--- config.mk ---
export PLATFORM = sky130hd
export DESIGN_NAME = pwm_duty_ctrl
export DESIGN_NICKNAME = d
export VERILOG_FILES = /design/src/rtl/pwm_duty_ctrl.sv
export SDC_FILE = /design/constraint.sdc
export NUM_CORES = 1
export LEC_CHECK = 0
export CELL_PAD_IN_SITES_DETAIL_PLACEMENT = 1
export CELL_PAD_IN_SITES_GLOBAL_PLACEMENT = 1
export CORE_MARGIN = 4
export CORE_UTILIZATION = 35
export CTS_CLUSTER_SIZE = 16
export DETAILED_ROUTE_END_ITERATION = 12
export PLACE_DENSITY = 0.82
export RECOVER_POWER = 100
export SLEW_MARGIN = 10
export SYNTH_ARGS = -nofsm -noshare
export SYNTH_HDL_FRONTEND = slang
export SYNTH_SLANG_ARGS = --single-unit
export TNS_END_PERCENT = 100
--- constraint.sdc ---
create_clock -name clkin -period 3.3 [get_ports clkin]
set_clock_uncertainty 0.2 [all_clocks]
set_input_delay 0.495 -clock clkin [delete_from_list [all_inputs] [get_ports clkin]]
set_output_delay 0.495 -clock clkin [all_outputs]
set_load 0.01 [all_outputs]
--- src/rtl/pwm_duty_ctrl.sv ---
// Button-driven PWM duty controller: synchronised inc/dec presses move a saturating target.
// Define PWM_DUTY_RAMP_EN to slew duty toward target 1 LSB every RAMP_DIV cycles; otherwise duty follows target.
module pwm_duty_ctrl #(
  parameter int DUTY_INIT = 50,
  parameter int DUTY_MAX  = 100,
  parameter int STEP      = 10,
  parameter int RAMP_DIV  = 4
) (
  input  logic       clkin,
  input  logic       reset,
  input  logic       inc_n,
  input  logic       dec_n,
  output logic [7:0] duty,
  output logic       busy,
  output logic       at_max,
  output logic       at_min
);

  localparam logic [8:0] C_STEP9 = 9'(STEP);
  localparam logic [8:0] C_MAX9  = 9'(DUTY_MAX);
  localparam logic [7:0] C_MAX8  = 8'(DUTY_MAX);
  localparam logic [7:0] C_STEP8 = 8'(STEP);
  localparam logic [7:0] C_INIT8 = 8'(DUTY_INIT);

  logic       r_inc_s1, r_inc_s2, r_inc_h;
  logic       r_dec_s1, r_dec_s2, r_dec_h;
  logic [7:0] r_target;
  logic [7:0] r_duty;
  logic       w_inc_req, w_dec_req;
  logic [8:0] w_sum;
  logic [7:0] w_target_nxt;

  // Two-flop synchronisers plus a history flop for falling-edge detection.
  always_ff @(posedge clkin or negedge reset) begin
    if (!reset) begin
      {r_inc_s1, r_inc_s2, r_inc_h} <= 3'b111;
      {r_dec_s1, r_dec_s2, r_dec_h} <= 3'b111;
    end else begin
      {r_inc_s1, r_inc_s2, r_inc_h} <= {inc_n, r_inc_s1, r_inc_s2};
      {r_dec_s1, r_dec_s2, r_dec_h} <= {dec_n, r_dec_s1, r_dec_s2};
    end
  end

  assign w_inc_req = r_inc_h & ~r_inc_s2;
  assign w_dec_req = r_dec_h & ~r_dec_s2;

  // Next target: saturating add/subtract; simultaneous requests cancel.
  always_comb begin
    w_sum        = {1'b0, r_target} + C_STEP9;
    w_target_nxt = r_target;
    if (w_inc_req && !w_dec_req) begin
      if (w_sum > C_MAX9) w_target_nxt = C_MAX8;
      else                w_target_nxt = w_sum[7:0];
    end else if (w_dec_req && !w_inc_req) begin
      if ({1'b0, r_target} < C_STEP9) w_target_nxt = 8'd0;
      else                            w_target_nxt = r_target - C_STEP8;
    end else begin
      w_target_nxt = r_target;
    end
  end

  // Target register.
  always_ff @(posedge clkin or negedge reset) begin
    if (!reset) r_target <= C_INIT8;
    else        r_target <= w_target_nxt;
  end

`ifdef PWM_DUTY_RAMP_EN
  localparam int CW = (RAMP_DIV > 1) ? $clog2(RAMP_DIV) : 1;
  localparam logic [CW-1:0] C_CNT_LAST = CW'(RAMP_DIV - 1);

  typedef enum logic {IDLE = 1'b0, RAMP = 1'b1} state_t;
  state_t        r_state;
  logic [CW-1:0] r_cnt;

  // Ramp FSM; step direction is re-evaluated against the live target at every step.
  always_ff @(posedge clkin or negedge reset) begin
    if (!reset) begin
      r_state <= IDLE;
      r_cnt   <= '0;
      r_duty  <= C_INIT8;
    end else begin
      case (r_state)
        IDLE: begin
          if (r_duty != r_target) begin
            r_state <= RAMP;
            r_cnt   <= '0;
          end else begin
            r_state <= IDLE;
          end
        end
        RAMP: begin
          if (r_duty == r_target) begin
            r_state <= IDLE;
          end else if (r_cnt == C_CNT_LAST) begin
            r_cnt <= '0;
            if (r_duty < r_target) r_duty <= r_duty + 8'd1;
            else                   r_duty <= r_duty - 8'd1;
          end else begin
            r_cnt <= r_cnt + CW'(1);
          end
        end
        default: begin
          r_state <= IDLE;
          r_cnt   <= '0;
        end
      endcase
    end
  end

  assign busy = (r_duty != r_target);
`else
  // Without ramping, duty tracks the target on the same edge it updates.
  always_ff @(posedge clkin or negedge reset) begin
    if (!reset) r_duty <= C_INIT8;
    else        r_duty <= w_target_nxt;
  end

  assign busy = 1'b0;
`endif

  assign duty   = r_duty;
  assign at_max = (r_target == C_MAX8);
  assign at_min = (r_target == 8'd0);

endmodule
; ---- Word level (Yosys, flattened, before mapping)
; Cells that the tools add are included.
[totals]
register_bits = 14
input_bits = 4
out_inout_bits = 11
word_cells = 26
[op_classes]
add_sub_neg = 2
order_cmp = 2
eq_ne = 1
muxes = 4
bitwise_logic = 4
reduce_logical = 6
[op_table]
columns = cell, n
row1 = two-way mux 8 bit, 4
row2 = adder 8 x 4 -> 9 bit (second input constant), 1
row3 = > comparator 9 x 7 -> 1 bit (second input constant), 1
row4 = equality test 8 x 7 -> 1 bit (second input constant), 1
row5 = zero test 8 bit, 1
row6 = < comparator 8 x 4 -> 1 bit (second input constant), 1
row7 = subtractor 8 x 4 -> 8 bit (second input constant), 1
row8 = bitwise AND 1 bit, 2
row9 = logical AND 1 bit, 2
row10 = zero test 1 bit, 2
row11 = inverter 1 bit, 2
row12 = nonzero test 2 bit, 1

; ---- Depth between registers and ports, before layout
[depth]
word_depth = 6
mapped_depth = 8
mapped_depth_nobuf = 7

; ---- Least setup slack after synthesis
; Ideal clock, no wire load.
[synth_timing]
kind = register -> register
from = reg, netlist name duty[1]
to = reg r_duty[4], in the netlist duty[4]
setup_time_ns = 0.088
arrival_ns = 1.883
t_required_ns = 3.012
path_slack_ns = 1.130
stages_incl_launch_ff = 9
path_buffers = 1
period_less_slack_ns = 2.170
cell_sequence = dfstp_2 buf_6 inv_1 ha_1 nand3b_1 a211oi_1 o221ai_2 a41oi_1 o211ai_1
[synth_rtl]
columns = element, line
row1 = "end signal, assigned", 116  ; else r_duty <= w_target_nxt;
row2 = "end, declared", 28  ; logic [7:0] r_duty;

==> key figures <==
Outcome
  – Status: completed

Worst setup path
  – Max Fanout on Critical Path: 13
  – WP data arrival: ~2.1 ns
  – CP Launch Type: flip-flop
  – Critical path type: flip-flop to output pin
  – Reg-to-Reg Start: duty[1]
  – Critical Path End Type: output pin
  – Crit-path cells: nor4_1 -> and3_1 -> dlygate4sd3_1
  – Peak per-stage delay on the critical path: 0.60 ns
  – WP data required: between 2 and 3 ns
  – Critical path origin: duty[5]
  – Slowest-stage cell, CP: dlygate4sd3_1

Floorplan
  – DIE WIDTH: approximately 59 um
  – # rows: 18
  – # IOs: 15
  – Die Footprint: about 3500 um2
  – Initial Utilization: 0.368
  – Core region area: 2500 um2
  – Height of the die: about 59 um

CTS
  – Clk buf depth: 2
  – Clk Latency, worst-skew pair: approximately 0.27 ns
  – CTS resizes: 0
  – CTS root buf: clkbuf_4
  – Post-CTS Setup Bufs: 0
  – Sink Count: 13
  – Total CTS buffers: 3
  – H-tree depth: 1
  – CTS Hold Bufs: 0
  – Reg clk slew, reported paths: roughly 0.080 ns
  – TritonCTS clock tree: built

Finish
  – P&R area growth vs syn: 13.6%
  – Most frequent cells in the layout: 10 x dlygate4sd3_1, 9 x nor2_1, 7 x inv_1, 7 x nand2_1, 7 x a21oi_1
  – N_diodes: 0
  – Commonest non-fill, non-tap cell in the layout: dlygate4sd3_1
  – Nets: approximately 120
  – Layout cells sized above 1: 0.0948

Synthesis
  – Most common flop cell mapped by yosys: dfstp_2
  – Largest family of logic cells by synthesized area: simple AND/OR/NAND/NOR gates
  – Post-synthesis async set-or-reset flop share: 1.00
  – Yosys Warn Count: 0
  – EDFF count, synth: 0
  – Synth Area in Compound Gates: 0.223
  – Post-Synth XOR/XNOR Area: 0.0190
  – Syn avg cell area: between 8 and 9 um2
  – Synth Register Bits: 13
  – Synth Instances: between 100 and 150
  – Synth Area in Adders: 0.0408
  – Netlist cell types: between 40 and 50
  – Sequential-to-total area share from yosys stat: 0.366
  – Mapped Area: around 920 um2
  – Post-synthesis simple-gate area fraction: 0.233
  – Mux cell area share after synthesis: 0.0218

Placed design
  – Port buffer count: 12
  – GP Congestion: between 0.8 and 0.9
  – Place WS: 0.864 ns
  – Post-DP HPWL: about 1700 um

Power
  – Cell Pwr Density: about 960 nW/um2
  – Lkg Pwr: ~0.43 nW
  – Max VDD drop: 455 uV

Global route
  – GRT Residual Overflow: 0
  – Total GRT Usage: 0.140
  – Busiest metal layer after global routing: met2
  – Met2 global-route usage: 0.229
  – Antenna violations before repair: 0
  – Global-route wire length before repair: 3800 um
  – Met1 usage: 0.196
  – Largest net degree at the start of global routing: 16
  – Grt met3 use: 0.0131
  – Vias in the first global route: ~800

STA
  – Worst slew margin: 0.618
  – Post-route setup slack: 0.517 ns
  – Final Hold Vio Count: 0
  – Max Freq: 359 MHz
  – Final max-slew violation count: 0
  – Setup TNS: 0 ns
  – RSZ-0062 raised after global routing: false
  – Endpoints failing setup: 0
  – Final worst path period need: 2.78 ns
  – Final period util: 0.843
  – Worst Tran Pin Value: between 0.5 and 0.6 ns

Routing
  – Detail Route Antenna Nets: 0
  – Routed WL: around 2200 um
  – Drt first pass iters: 4
  – Avg WL per Cell: 15.1 um
  – DRC errors left: 0
  – DR vias/cell: around 5.6
  – 1st-iter DRT viols: 27
  – Via Count: around 810

Worst hold path
  – Hold crit path type: flip-flop to flip-flop
  – HP Start: r_inc_s2

Flow run
  – Max_cap viols: 0
[cell type report]
class,instances,area (um2)
flip-flops and latches,13,337
well taps,30,37.5
inverters,7,26.3
multi-input cells,80,498
fillers,306,1460
repair buffers,12,120
clock buffers,4,26.3
[stage by stage]
step	std cells	utilization	hold WS (ns)	instance area (um2)	total power [W]
final	146	0.418	0.158	1040	0.00101
after global placement	142	0.409	0.150	1020	0.000905
after CTS	146	0.419	0.163	1050	0.00104
after global routing	146	0.418	0.165	1040	0.00111
after detailed placement	142	0.409	0.147	1020	0.000942
after floorplan	109	-	-0.000591	923	0.000755
[flip-flops by register name, indices dropped and copies added, names as in the netlist]
register  count
r_dec_s1      1
r_inc_s1      1
r_inc_s2      1
r_inc_h       1
duty          7
r_dec_s2      1
r_dec_h       1
[critical path, delay by kind of cell (launching register included)]
| kind | cells | cell delay, ns |
|---|---|---|
| and+or+nand+nor | 2 | 0.71 |
| buffers and inverters | 1 | 0.60 |
| DFF | 1 | 0.50 |
[final timing paths]
kind / endpoint / slack [ns] / cells after the start
worst max-delay path: at_min / 0.52 / 3
worst max register to register: duty[2] / 0.61 / 6
worst min-delay path: r_inc_h / 0.16 / 0
min in group asynchronous: duty[3] / 0.45 / 1
worst min register to register: r_inc_h / 0.16 / 0
max in group asynchronous: r_dec_h / 2.07 / 1
[cell families after synthesis]
family | after synthesis
simple gates | 40
compound gates | 31
fa+ha+maj | 3
buf+inv | 16
flops | 13
mux | 2
other cells | 1
xor+xnor | 2
[where the power goes]
part	total (W)	switching [W]	leakage (nW)	internal [W]
clock network	0.0000962	0.0000494	0.0150	0.0000468
registers	0.000345	0.000129	0.144	0.000216
logic	0.000567	0.000307	0.267	0.000259
total	0.00101	0.000486	0.426	0.000522
[per-layer routing]
| layer | wire, um | share of wire |
|---|---|---|
| met1 | 1050 | 0.48 |
| met2 | 1050 | 0.48 |
| met3 | 86 | 0.039 |
| met4 | 7 | 0.0032 |
| met5 | 0 | 0 |
[synth_stat cells, types with 2 or more instances]
library cell / n / share of area
dfstp_2: 9 / 0.26
nor2_1: 9 / 0.037
o21ai_1: 8 / 0.044
a21oi_1: 7 / 0.038
inv_1: 7 / 0.029
nand2_1: 7 / 0.029
dfrtp_1: 4 / 0.11
nand2b_1: 4 / 0.027
nor2b_1: 4 / 0.027
nor3_1: 4 / 0.022
clkbuf_1: 3 / 0.012
ha_1: 3 / 0.041
nor4_1: 3 / 0.020
a21o_1: 2 / 0.016
buf_2: 2 / 0.011
buf_4: 2 / 0.016
buf_6: 2 / 0.024
mux2i_1: 2 / 0.022
nand4_1: 2 / 0.014
o21ai_0: 2 / 0.011
No activity file was read; power rests on OpenSTA's default activity.
